**config.mk**
```make
export PLATFORM = sky130hd
export DESIGN_NAME = fns_dec_seq
export DESIGN_NICKNAME = d
export VERILOG_FILES = /design/src/rtl/fns_dec_seq.sv
export SDC_FILE = /design/constraint.sdc
export NUM_CORES = 1
export LEC_CHECK = 0
export BUFFER_PORTS_ARGS = -buffer_cell sky130_fd_sc_hd__clkbuf_2
export CELL_PAD_IN_SITES_DETAIL_PLACEMENT = 2
export CELL_PAD_IN_SITES_GLOBAL_PLACEMENT = 2
export CORE_AREA = 4 4 125 127
export CTS_CLUSTER_SIZE = 8
export DETAILED_ROUTE_END_ITERATION = 10
export DIE_AREA = 0 0 129 131
export GPL_TIMING_DRIVEN = 0
export PLACE_DENSITY_LB_ADDON = 0.12
export SLEW_MARGIN = 10
export SYNTH_ARGS = -nofsm -noshare
export SYNTH_HDL_FRONTEND = slang
export SYNTH_SLANG_ARGS = --single-unit
```
**constraint.sdc**
```tcl
create_clock -name clk -period 5.1 [get_ports clk]
set_input_delay 0.51 -clock clk [delete_from_list [all_inputs] [get_ports clk]]
set_output_delay 0.51 -clock clk [all_outputs]
set_load 0.01 [all_outputs]
```
**src/rtl/fns_dec_seq.sv**
```systemverilog
// Multi-cycle Fibonacci-numeral-system decoder: accumulates Fibonacci weights STEP bits per cycle, LSB first.
// Optional non-canonical codeword detection is built when FNS_DEC_CHK_EN is defined.
module fns_dec_seq #(
  parameter int unsigned CODE_W = 23,
  parameter int unsigned STEP   = 1,
  parameter int unsigned OUT_W  = 17
) (
  input  logic              clk,
  input  logic              rst_n,
  input  logic              in_valid,
  output logic              in_ready,
  input  logic [CODE_W-1:0] codein,
  output logic              out_valid,
  input  logic              out_ready,
  output logic [OUT_W-1:0]  dataout,
  output logic              code_err
);

  localparam int unsigned IDX_W = $clog2(CODE_W + STEP + 1);

  typedef enum logic [1:0] {IDLE, RUN, DONE} state_t;

  state_t            state_q, state_d;
  logic [CODE_W-1:0] sh_q;
  logic [OUT_W-1:0]  acc_q, wa_q, wb_q;
  logic [IDX_W-1:0]  idx_q;

  logic              accept_c, last_c;
  logic [OUT_W-1:0]  step_sum_c, acc_next_c, wa_next_c, wb_next_c;

  assign in_ready = (state_q == IDLE) || ((state_q == DONE) && out_ready);
  assign accept_c = in_valid && in_ready;
  assign last_c   = (state_q == RUN) && ((32'(idx_q) + STEP) >= CODE_W);

  // Weighted sum of this step's bits; weights roll forward from the current pair.
  always_comb begin
    logic [OUT_W-1:0]  a, b, t;
    logic [CODE_W-1:0] shv;
    step_sum_c = '0;
    a   = wa_q;
    b   = wb_q;
    t   = '0;
    shv = '0;
    for (int unsigned j = 0; j < STEP; j++) begin
      shv = sh_q >> j;
      if (((32'(idx_q) + j) < CODE_W) && shv[0]) begin
        step_sum_c = step_sum_c + a;
      end
      t = a + b;
      a = b;
      b = t;
    end
    wa_next_c  = a;
    wb_next_c  = b;
    acc_next_c = acc_q + step_sum_c;
  end

  always_ff @(posedge clk or negedge rst_n) begin
    if (!rst_n) begin
      state_q <= IDLE;
    end else begin
      state_q <= state_d;
    end
  end

  always_comb begin
    state_d = state_q;
    case (state_q)
      IDLE: if (accept_c) state_d = RUN;
      RUN:  if (last_c) state_d = DONE;
      DONE: if (out_ready) state_d = accept_c ? RUN : IDLE;
      default: state_d = IDLE;
    endcase
  end

  always_ff @(posedge clk or negedge rst_n) begin
    if (!rst_n) begin
      sh_q      <= '0;
      acc_q     <= '0;
      wa_q      <= OUT_W'(1);
      wb_q      <= OUT_W'(2);
      idx_q     <= '0;
      out_valid <= 1'b0;
      dataout   <= '0;
    end else if (accept_c) begin
      sh_q      <= codein;
      acc_q     <= '0;
      wa_q      <= OUT_W'(1);
      wb_q      <= OUT_W'(2);
      idx_q     <= '0;
      out_valid <= 1'b0;
    end else if (state_q == RUN) begin
      sh_q  <= sh_q >> STEP;
      acc_q <= acc_next_c;
      wa_q  <= wa_next_c;
      wb_q  <= wb_next_c;
      idx_q <= idx_q + IDX_W'(STEP);
      if (last_c) begin
        dataout   <= acc_next_c;
        out_valid <= 1'b1;
      end
    end else if ((state_q == DONE) && out_ready) begin
      out_valid <= 1'b0;
    end
  end

`ifdef FNS_DEC_CHK_EN
  logic err_q, err_step_c;

  // Adjacent-ones check; sh[STEP] is the next step's first bit, covering straddling pairs.
  always_comb begin
    logic [CODE_W:0] shx;
    err_step_c = 1'b0;
    shx        = '0;
    for (int unsigned j = 0; j < STEP; j++) begin
      shx = {1'b0, sh_q} >> j;
      if (((32'(idx_q) + j + 1) < CODE_W) && shx[0] && shx[1]) begin
        err_step_c = 1'b1;
      end
    end
  end

  always_ff @(posedge clk or negedge rst_n) begin
    if (!rst_n) begin
      err_q    <= 1'b0;
      code_err <= 1'b0;
    end else if (accept_c) begin
      err_q <= 1'b0;
    end else if (state_q == RUN) begin
      err_q <= err_q | err_step_c;
      if (last_c) code_err <= err_q | err_step_c;
    end
  end
`else
  assign code_err = 1'b0;
`endif

endmodule

```
After elaboration in Yosys (flattened, before gate mapping)
Index checks and enable logic that the tools add are counted.

word-level totals
  bits in writable memories = 0
  output and inout port bits = 20
  memories kept = 0
  word-level logic and storage cells = 52
  memory bits (read-only) = 0
  bits of input ports = 27
  register bits = 99
  latch bits = 0

operators by class
  bitwise operators = 1
  $add $sub $neg = 4
  mux-type cells = 20
  eq/ne operators = 6
  reduce and logical (&&, ||, !) cells = 11
  order comparisons = 2
  divide/modulo/power cells = 0
  shift operators = 0
  $mul = 0

operators with widths
  kind                   count
  $mux W17               7
  $mux W23               2
  $add A17 B17 Y17       2
  $mux W5                2
  $add A5 B1 Y6 const B  1
  $ge A6 B5 Y1 const B   1
  $mux W2                3
  $ne A2 B2 Y1 const B   3
  $pmux W2 S3            1
  $reduce_and A3 Y1      2
  $add A5 B1 Y5 const B  1
  $lt A5 B5 Y1 const B   1
  $mux W1                5
  $logic_and A1 B1 Y1    4
  $ne A3 B3 Y1 const B   1
  $reduce_bool A3 Y1     1
  $eq A2 B1 Y1 const B   1
  $eq A2 B2 Y1 const B   1
  $logic_not A2 Y1       1
  $reduce_and A2 Y1      1
  $reduce_bool A2 Y1     1
  $logic_or A1 B1 Y1     1
  $not A1 Y1             1

Depth between registers and ports, before layout
Gate-level depths: netlist (run 1).

  depth in word-level cells = 7
  gate-level depth with buffers = 12
  mapped depth without buffers = 11

Worst setup path before layout (run 1)
OpenSTA, ideal clock, no wires.

  path kind = register -> register
  start = reg idx_q[2]
  end = reg acc_q[16]
  required time = 5.029 ns
  buffers on the path = 2
  stages on the path, launching flop included = 13
  data arrival time = 2.811 ns
  slack = 2.218 ns
  period minus slack after synthesis = 2.882 ns
  setup time = 0.071 ns
  cells stage by stage = dfrtp_1 -> a31o_2 -> a21boi_4 -> clkbuf_1 -> and2_1 -> ha_1 -> clkbuf_8 -> and4_4 -> o211a_1 -> a221o_1 -> a2111oi_0 -> o31ai_1 -> nand4_1

on the way
  cells in the longest elaborated chain, start to end = 6

RTL lines
  element                   line  text
  start: declaration        26    logic [IDX_W-1:0] idx_q;
  start signal: assignment  97    idx_q <= idx_q + IDX_W'(STEP);
  $lt A5 B5 Y1              46    if (((32'(idx_q) + j) < CODE_W) && shv[0]) begin
  $logic_and A1 B1 Y1       46
  $mux W17                  46
  $add A17 B17 Y17          55    acc_next_c = acc_q + step_sum_c;
  $mux W17                  92    end else if (state_q == RUN) begin
  $mux W17                  85    end else if (accept_c) begin
  end signal: assignment    94    acc_q <= acc_next_c;
  end: declaration          25    logic [OUT_W-1:0] acc_q, wa_q, wb_q;

Every way passes these cells. The select of a mux whose other input is x is not followed.
A chain may end at the register's enable or synchronous reset.

Final worst setup path (run 1)
  start = reg idx_q[2]
  end = reg dataout[16]

on the way
  cells in the longest elaborated chain, start to end = 4
  elaborated cells on any way between the ends = 8

RTL lines
  element                                                line    text
  $lt A5 B5 Y1 or $add A5 B1 Y6 (tied branches)          46, 33
  $logic_and A1 B1 Y1 or $ge A6 B5 Y1 (tied branches)    46, 33
  $mux W17 or $logic_and A1 B1 Y1 (tied branches)        46, 33
  $add A17 B17 Y17 or $reduce_and A3 Y1 (tied branches)  n/a
  end signal: assignment                                 99      dataout <= acc_next_c;
  end: declaration                                       15      output logic [OUT_W-1:0] dataout,

Several ways; a longest one is shown, not always the timed one.

==> impl_metrics.env, run 1 <==
export IMPL_first_iter_violations=242
export IMPL_synth_xor_area_share_pct=3.267
export IMPL_antenna_cells=0
export IMPL_final_core_util_pct=46.30
export IMPL_finalHoldViolations=0
export IMPL_critical_path_max_stage_delay_ns=0.50
export IMPL_worst_slew_pin_slew_ns=0.8689
export IMPL_cts_resized_gates=0
export IMPL_synth_top_family_by_area="compound AO/OA/AOI/OAI gates"
export IMPL_post_cts_buffers=0
export IMPL_top_layer_used="met4"
export IMPL_crit_buf_inv=1
export IMPL_drv_cap=0
export IMPL_outcome="finished, final reports clean"
export IMPL_cp_arrival_ns=3.99
export IMPL_rows=44
export IMPL_clock_latency_ns=0.36
export IMPL_power_leakage_nw=3.171
export IMPL_layout_drive_gt1_share_pct=12.38
export IMPL_antenna_found_initial=0
export IMPL_syn_avg_cell_area_um2=8.977
export IMPL_finalSetupTns_ns=0
export IMPL_path_delay_family="compound AO/OA/AOI/OAI gates"
export IMPL_fin_crit_ns=3.709
export IMPL_drc=0
export IMPL_crit_fanout=10
export IMPL_ys_top_cells_by_count="nand2_1, dfrtp_1, o21ai_0"
export IMPL_clkTransAtPathRegs_ns=0.07
export IMPL_overflow=0
export IMPL_slew_headroom_pct=42.07
export IMPL_avgRoutedWirePerCell_um=21.43
export IMPL_ys_types=70
export IMPL_multi_input_area_um2=3204
export IMPL_critPathKind="reg2reg"
export IMPL_dp_cells=887
export IMPL_synth_most_common_cell="nand2_1"
export IMPL_cts_hold_buf=0
export IMPL_wl_met3_um=598
export IMPL_fillers=1600
export IMPL_cts_buffer_depth=2
export IMPL_num_vias=5236
export IMPL_grt_max_degree=55
export IMPL_fp_dieW_um=129
export IMPL_initial_core_util_pct=40.89
export IMPL_first_global_vias=5882
export IMPL_grt_first_pass_wirelength_mm=31.85
export IMPL_syn_inst=657
export IMPL_yosysTopAreaCell="dfrtp_1"
export IMPL_fin_cells=903
export IMPL_ant_nets=0
export IMPL_finalCritPeriodShare_pct=72.73
export IMPL_wl_met1_mm=8.608
export IMPL_place_gp_congestion=0.8623
export IMPL_cts_sinks=99
export IMPL_clock_fmax_mhz=269.6
export IMPL_area_growth_pct=13.22
export IMPL_worstPathCellList="a31o_2 > a21boi_4 > clkbuf_1 > and2_1 > ha_1 > o21ai_0 > nor2_1 > o21ai_0 > o211ai_1 > or3_1 > a31oi_1"
export IMPL_crit_path_start_kind="register"
export IMPL_vias_per_cell=5.798
export IMPL_synth_fp_nets=720
export IMPL_path_common_cell="o21ai_0"
export IMPL_skew_ns=0.008435
export IMPL_synthAdderAreaFrac_pct=7.891
export IMPL_worstHoldPathType="in2async"
export IMPL_ios=47
export IMPL_seqCellArea_um2=2480
export IMPL_slew_violations=0
export IMPL_drtPass1Iterations=4
export IMPL_coreArea_um2=14420
export IMPL_end_kind="register"
export IMPL_synth_compound_area_share_pct=21.79
export IMPL_cts_made_buffers=9
export IMPL_muxShareOfSynthArea_pct=1.591
export IMPL_detail_route_wirelength_mm=19.35
export IMPL_syn_area_um2=5898
export IMPL_dieHeight_um=131
export IMPL_wl_met2_mm=9.892
export IMPL_hpwl_mm=14.52
export IMPL_root_buffer="clkbuf_16"
export IMPL_powerDensity_nw_per_um2=791.0
export IMPL_die_area_um2=16900
export IMPL_htreeDepth=3
export IMPL_cts_tree="yes"
export IMPL_synth_edf_count=0
export IMPL_rsz0062_at_grt="no"
export IMPL_yosys_most_used_dff="dfrtp_1"
export IMPL_final_nets=777
export IMPL_slowest_stage="o21ai_0"
export IMPL_synthArstFlopShare_pct=100.0
export IMPL_yosysTopAreaCellShare_pct=41.15
export IMPL_port_buffers=45
export IMPL_crit_required_ns=5.38
export IMPL_grt_usage_pct=24.27
export IMPL_synth_simple_area_share_pct=19.73
export IMPL_setup_viol=0
export IMPL_ys_ff_latch=99
export IMPL_yosysSeqAreaShare_pct=42.04
export IMPL_yosys_warnings=0
export IMPL_vdd_drop_max_mv=0.2335
export IMPL_synth_area_top_cells="dfrtp_1, nand2_1, ha_1"
==> per-layer routing <==
| layer | GRT usage [%] | vias up |
|---|---|---|
| met4 | 5.065 | 0 |
| met2 | 43.45 | 66 |
| met5 | 0 | - |
| li1 | - | 2452 |
| met3 | 4.756 | 18 |
| met1 | 30.50 | 2700 |
==> state kept, by name, summed over array words and instances, names as in the netlist <==
signal and flops:
sh_q 23, wa_next_c 17, dataout 17, state_q 2
out_valid 1, acc_q 17, idx_q 5, wa_q 17
==> area by class of cell <==
type	instances	area share [%]
multi-input cells	515	47.99
flip-flops and latches	99	37.14
repair buffers	46	3.916
clock buffers	10	3.579
well taps	184	3.448
plain buffers	32	2.586
clock inverters	6	0.7307
inverters	11	0.6183
==> cell families (layout without fill, tap and decap cells) <==
logic type	after synthesis	in the layout
simple gates	255	255
xor+xnor	22	22
other cells	1	1
buf+inv	43	105
compound gates	192	192
fa+ha+maj	36	36
flops	99	99
mux	9	9
==> through the flow <==
stage	area, um^2	setup WS (ns)	power, W	hold WS (ns)
2_1_floorplan	5898	2.218	0.003606	0.2144
3_3_place_gp	6354	1.594	0.004327	0.4576
3_5_place_dp	6390	1.467	0.004578	0.4699
4_1_cts	6678	1.407	0.005317	0.1015
5_1_grt	6678	1.206	0.005758	0.1075
6_report	6678	1.391	0.005282	0.08543
==> cell usage in the layout (no fill, tap or decap), types with 8 or more instances in the layout <==
cell / count
a21o_1: 11
a21oi_1: 30
a22oi_1: 25
and2_1: 22
clkbuf_1: 18
clkbuf_16: 9
clkbuf_2: 45
dfrtp_1: 97
ha_1: 34
inv_1: 11
nand2_1: 142
nand3_1: 23
nor2_1: 24
nor3_1: 8
o21a_1: 8
o21ai_0: 61
xnor2_1: 11
xor2_1: 11
==> final timing paths <==
| kind | cells past startpoint | startpoint | endpoint | slack [ns] |
|---|---|---|---|---|
| hold reg to reg | 2 | dataout[8]$_DFFE_PN0P_ | dataout[8]$_DFFE_PN0P_ | 0.48 |
| min in group clk | 3 | codein[22] | sh_q[22]$_DFFE_PN0P_ | 0.35 |
| hold / removal | 1 | rst_n | dataout[6]$_DFFE_PN0P_ | 0.09 |
| setup reg to reg | 11 | idx_q[2]$_DFFE_PN0P_ | dataout[16]$_DFFE_PN0P_ | 1.39 |
| setup / recovery | 11 | idx_q[2]$_DFFE_PN0P_ | dataout[16]$_DFFE_PN0P_ | 1.39 |
| max in group asynchronous | 2 | rst_n | wa_q[0]$_DFFE_PN1P_ | 4.36 |
==> where the power goes <==
part	total (W)	switching, W	internal [W]
logic	0.00309	0.00189	0.00120
registers	0.00150	0.000309	0.00119
clock network	0.000691	0.000340	0.000350
==> worst register-to-register path: stages, from the launching register on <==
cell	delay, ns
dfrtp_1	0.46
a31o_2	0.29
a21boi_4	0.32
clkbuf_1	0.35
and2_1	0.24
ha_1	0.33
o21ai_0	0.23
nor2_1	0.08
o21ai_0	0.50
o211ai_1	0.27
or3_1	0.40
a31oi_1	0.16
No activity file was read; power rests on OpenSTA's default activity.
==> run 2, diff against run 1 <==
--- a/config.mk
+++ b/config.mk
@@ -5,13 +5,14 @@
 export SDC_FILE = /design/constraint.sdc
 export NUM_CORES = 1
 export LEC_CHECK = 0
+export ABC_AREA = 1
 export BUFFER_PORTS_ARGS = -buffer_cell sky130_fd_sc_hd__clkbuf_2
 export CELL_PAD_IN_SITES_DETAIL_PLACEMENT = 2
 export CELL_PAD_IN_SITES_GLOBAL_PLACEMENT = 2
-export CORE_AREA = 4 4 125 127
+export CORE_AREA = 4 4 137 139
 export CTS_CLUSTER_SIZE = 8
 export DETAILED_ROUTE_END_ITERATION = 10
-export DIE_AREA = 0 0 129 131
+export DIE_AREA = 0 0 141 143
 export GPL_TIMING_DRIVEN = 0
 export PLACE_DENSITY_LB_ADDON = 0.12
 export SLEW_MARGIN = 10
==> constraint.sdc (replaced) <==
create_clock -name clk -period 3.8 [get_ports clk]
set_input_delay 0.38 -clock clk [delete_from_list [all_inputs] [get_ports clk]]
set_output_delay 0.38 -clock clk [all_outputs]
set_load 0.01 [all_outputs]
==> run 2 against run 1 <==
Routed wire length rose by 1.6%; register-to-register slack got worse by 0.41 ns; clock power rose by 43%; first-iteration DRC count fell by 20%; utilization fell by 7.4 points; largest power group unchanged; clock skew rose by 0.0050 ns; maximum frequency rose by 32%; synthesized cell count rose by 26%; sequential power rose by 29%; largest cell class unchanged; critical path type unchanged; via count rose by 7.0%.
==> impl_metrics.env, run 2 <==
export IMPL_outcome="finished, final reports clean"
export IMPL_final_nets=947
export IMPL_clock_fmax_mhz=355.0
export IMPL_yosysTopAreaCell="dfrtp_1"
export IMPL_worst_slew_pin_slew_ns=0.7091
export IMPL_rows=49
export IMPL_powerDensity_nw_per_um2=1028
export IMPL_area_growth_pct=14.39
export IMPL_critPathKind="reg2reg"
export IMPL_final_common_cell="nand2_1"
export IMPL_layout_common_cells="nand2_1, inv_1, dfrtp_1"
export IMPL_syn_area_um2=6008
export IMPL_detail_route_wirelength_mm=19.66
export IMPL_ant_nets=0
export IMPL_cts_resized_gates=0
export IMPL_timing_rr_start="idx_q[2]$_DFFE_PN0P_"
export IMPL_synth_edf_count=0
export IMPL_overflow=0
export IMPL_worstReg2RegEnd="acc_q[13]$_DFFE_PN0P_"
export IMPL_setup_viol=0
export IMPL_pwr_share_clk_pct=14.0
export IMPL_initial_core_util_pct=34.03
export IMPL_post_cts_buffers=0
export IMPL_yosysSeqAreaShare_pct=41.27
export IMPL_ys_ff_latch=99
export IMPL_ys_top_cells_by_count="nand2_1, inv_1, dfrtp_1"
export IMPL_die_area_um2=20160
export IMPL_first_global_vias=6382
export IMPL_drc=0
export IMPL_reg2reg_depth=13
export IMPL_cts_hold_buf=1
export IMPL_yosysTopAreaCellShare_pct=40.40
export IMPL_crit_path_start_kind="register"
export IMPL_hpwl_mm=15.61
export IMPL_first_iter_violations=194
export IMPL_skew_ns=0.01348
export IMPL_syn_inst=826
export IMPL_power_leakage_nw=3.767
export IMPL_finalHoldViolations=0
export IMPL_grt_first_pass_wirelength_mm=32.80
export IMPL_drv_cap=0
export IMPL_layout_drive_gt1_share_pct=11.25
export IMPL_synth_most_common_cell="nand2_1"
export IMPL_worstHoldStart="out_ready"
export IMPL_internal_power_w=0.003489
export IMPL_coreArea_um2=17660
export IMPL_synth_fp_nets=889
export IMPL_cts_made_buffers=9
export IMPL_cp_arrival_ns=3.07
export IMPL_clkTransAtPathRegs_ns=0.08
export IMPL_hold_ws_ns=0.2357
export IMPL_crit_required_ns=4.05
export IMPL_place_gp_congestion=0.8550
export IMPL_antenna_found_initial=0
export IMPL_root_buffer="clkbuf_16"
export IMPL_largest_register="sh_q"
export IMPL_slew_headroom_pct=52.73
export IMPL_dieHeight_um=143
export IMPL_num_vias=5605
export IMPL_yosys_most_used_dff="dfrtp_1"
export IMPL_ys_types=40
export IMPL_port_buffers=45
export IMPL_ios=47
export IMPL_whs_path_depth=2
export IMPL_grt_max_degree=58
export IMPL_hold_end="state_q[1]$_DFFE_PN0P_"
export IMPL_fp_dieW_um=141
export IMPL_antenna_cells=0
export IMPL_end_kind="register"
export IMPL_drtPass1Iterations=4
export IMPL_vdd_drop_max_mv=0.3050
export IMPL_switching_power_w=0.003576
export IMPL_sw_frac_of_total_pct=50.62
export IMPL_slew_violations=0
export IMPL_fin_ws_ns=0.9827
export IMPL_finalCritPeriodShare_pct=74.14
export IMPL_htreeDepth=3
export IMPL_cts_buffer_depth=2
export IMPL_syn_avg_cell_area_um2=7.274
export IMPL_combPwrFrac_pct=58.5
export IMPL_yosys_warnings=0
export IMPL_crit_fanout=10
export IMPL_synth_area_top_cells="dfrtp_1, nand2_1, ha_1"
export IMPL_avgRoutedWirePerCell_um=17.59
export IMPL_worstHoldPathType="in2reg"
export IMPL_vias_per_cell=5.013
export IMPL_cts_tree="yes"
export IMPL_power_frac_seq_pct=27.5
export IMPL_largest_reg_flops=23
export IMPL_pre_cts_ws_ns=0.9867
export IMPL_ff2ff_setup_slack_ns=0.98
export IMPL_cts_sinks=99
export IMPL_clock_latency_ns=0.36
export IMPL_grt_usage_pct=20.54
export IMPL_synthArstFlopShare_pct=100.0
export IMPL_fillers=2138
export IMPL_rsz0062_at_grt="no"
export IMPL_fin_crit_ns=2.817
export IMPL_finalSetupTns_ns=0
-- run 2: cell types whose count changed after synthesis, moves of 17 or more --
| cell | previous run | this run |
|---|---|---|
| and2_1 | 22 | 5 |
| a22oi_1 | 25 | 2 |
| nand2_1 | 142 | 327 |
| o21ai_0 | 61 | 31 |
| inv_1 | 11 | 106 |
| nand3_1 | 23 | 64 |
-- run 2: logic make-up after synthesis --
family / after synthesis / share of synthesized area (%)
and+or+nand+nor: 462 / 31.90
DFF: 99 / 41.27
other: 1 / 0.06241
buffers and inverters: 131 / 8.975
AOI/OAI and AO/OA: 86 / 8.434
adders and majority gates: 36 / 7.747
xor gates and xnor gates: 11 / 1.604
-- run 2: worst max path at each step --
stage / to / cells past startpoint / from / slack [ns]
2_1_floorplan: acc_q[16]$_DFFE_PN0P_ / 15 / idx_q[2]$_DFFE_PN0P_ / 1.62
3_3_place_gp: wa_q[13]$_DFFE_PN0P_ / 1 / rst_n / 0.92
3_5_place_dp: acc_q[13]$_DFFE_PN0P_ / 15 / idx_q[1]$_DFFE_PN0P_ / 0.99
4_1_cts: acc_q[13]$_DFFE_PN0P_ / 15 / idx_q[1]$_DFFE_PN0P_ / 0.96
5_1_grt: acc_q[15]$_DFFE_PN0P_ / 15 / idx_q[1]$_DFFE_PN0P_ / 0.69
6_report: acc_q[13]$_DFFE_PN0P_ / 13 / idx_q[2]$_DFFE_PN0P_ / 0.98
-- run 2: cell type report --
| class | instances | area (um^2) | share of cell area, % |
|---|---|---|---|
| clock inverter | 7 | 81.33 | 1.183 |
| timing repair buffer | 47 | 271.5 | 3.950 |
| sequential | 99 | 2480 | 36.08 |
| clock buffer | 9 | 225.2 | 3.277 |
| buffer | 22 | 127.6 | 1.857 |
| multi-input combinational | 596 | 2989 | 43.49 |
| tap | 229 | 286.5 | 4.169 |
| inverter | 109 | 411.6 | 5.989 |
-- run 2: critical path: stages (launching register included) --
cell	delay, ns
dfrtp_1	0.43
nand3_1	0.10
nand2_1	0.08
nand2_1	0.13
nand2_1	0.20
buf_2	0.24
nor2_1	0.25
ha_1	0.37
nand2_1	0.15
nor2_1	0.08
a21oi_1	0.29
nand3_1	0.19
nand3_1	0.13
nand2_1	0.06
-- run 2: metal layers --
layer / GRT usage (%) / wire, um / vias up
li1: - / - / 2720
met2: 36.77 / 9839 / 48
met5: 0 / 0 / -
met4: 4.488 / 229 / 0
met3: 3.115 / 390 / 18
met1: 26.36 / 9203 / 2819
-- run 2: power by group through the flow --
stage / registers [W] / logic [W] / clock network, W
2_1_floorplan: 0.00190 / 0.00285 / 0
3_3_place_gp: 0.00192 / 0.00394 / 0
3_5_place_dp: 0.00195 / 0.00417 / 0
5_1_grt: 0.00201 / 0.00475 / 0.00107
6_report: 0.00194 / 0.00413 / 0.000991
4_1_cts: 0.00195 / 0.00421 / 0.00101
-- run 2: metrics by stage --
| stage | utilization, % | instances | cell area [um^2] | power (W) |
|---|---|---|---|---|
| floorplan | - | 826 | 6008 | 0.004743 |
| global placement | 36.93 | 1100 | 6520 | 0.005857 |
| detailed placement | 37.13 | 1101 | 6556 | 0.006126 |
| CTS | 38.92 | 1118 | 6873 | 0.007170 |
| global route | 38.92 | 1118 | 6873 | 0.007827 |
| finish | 38.92 | 1118 | 6873 | 0.007064 |
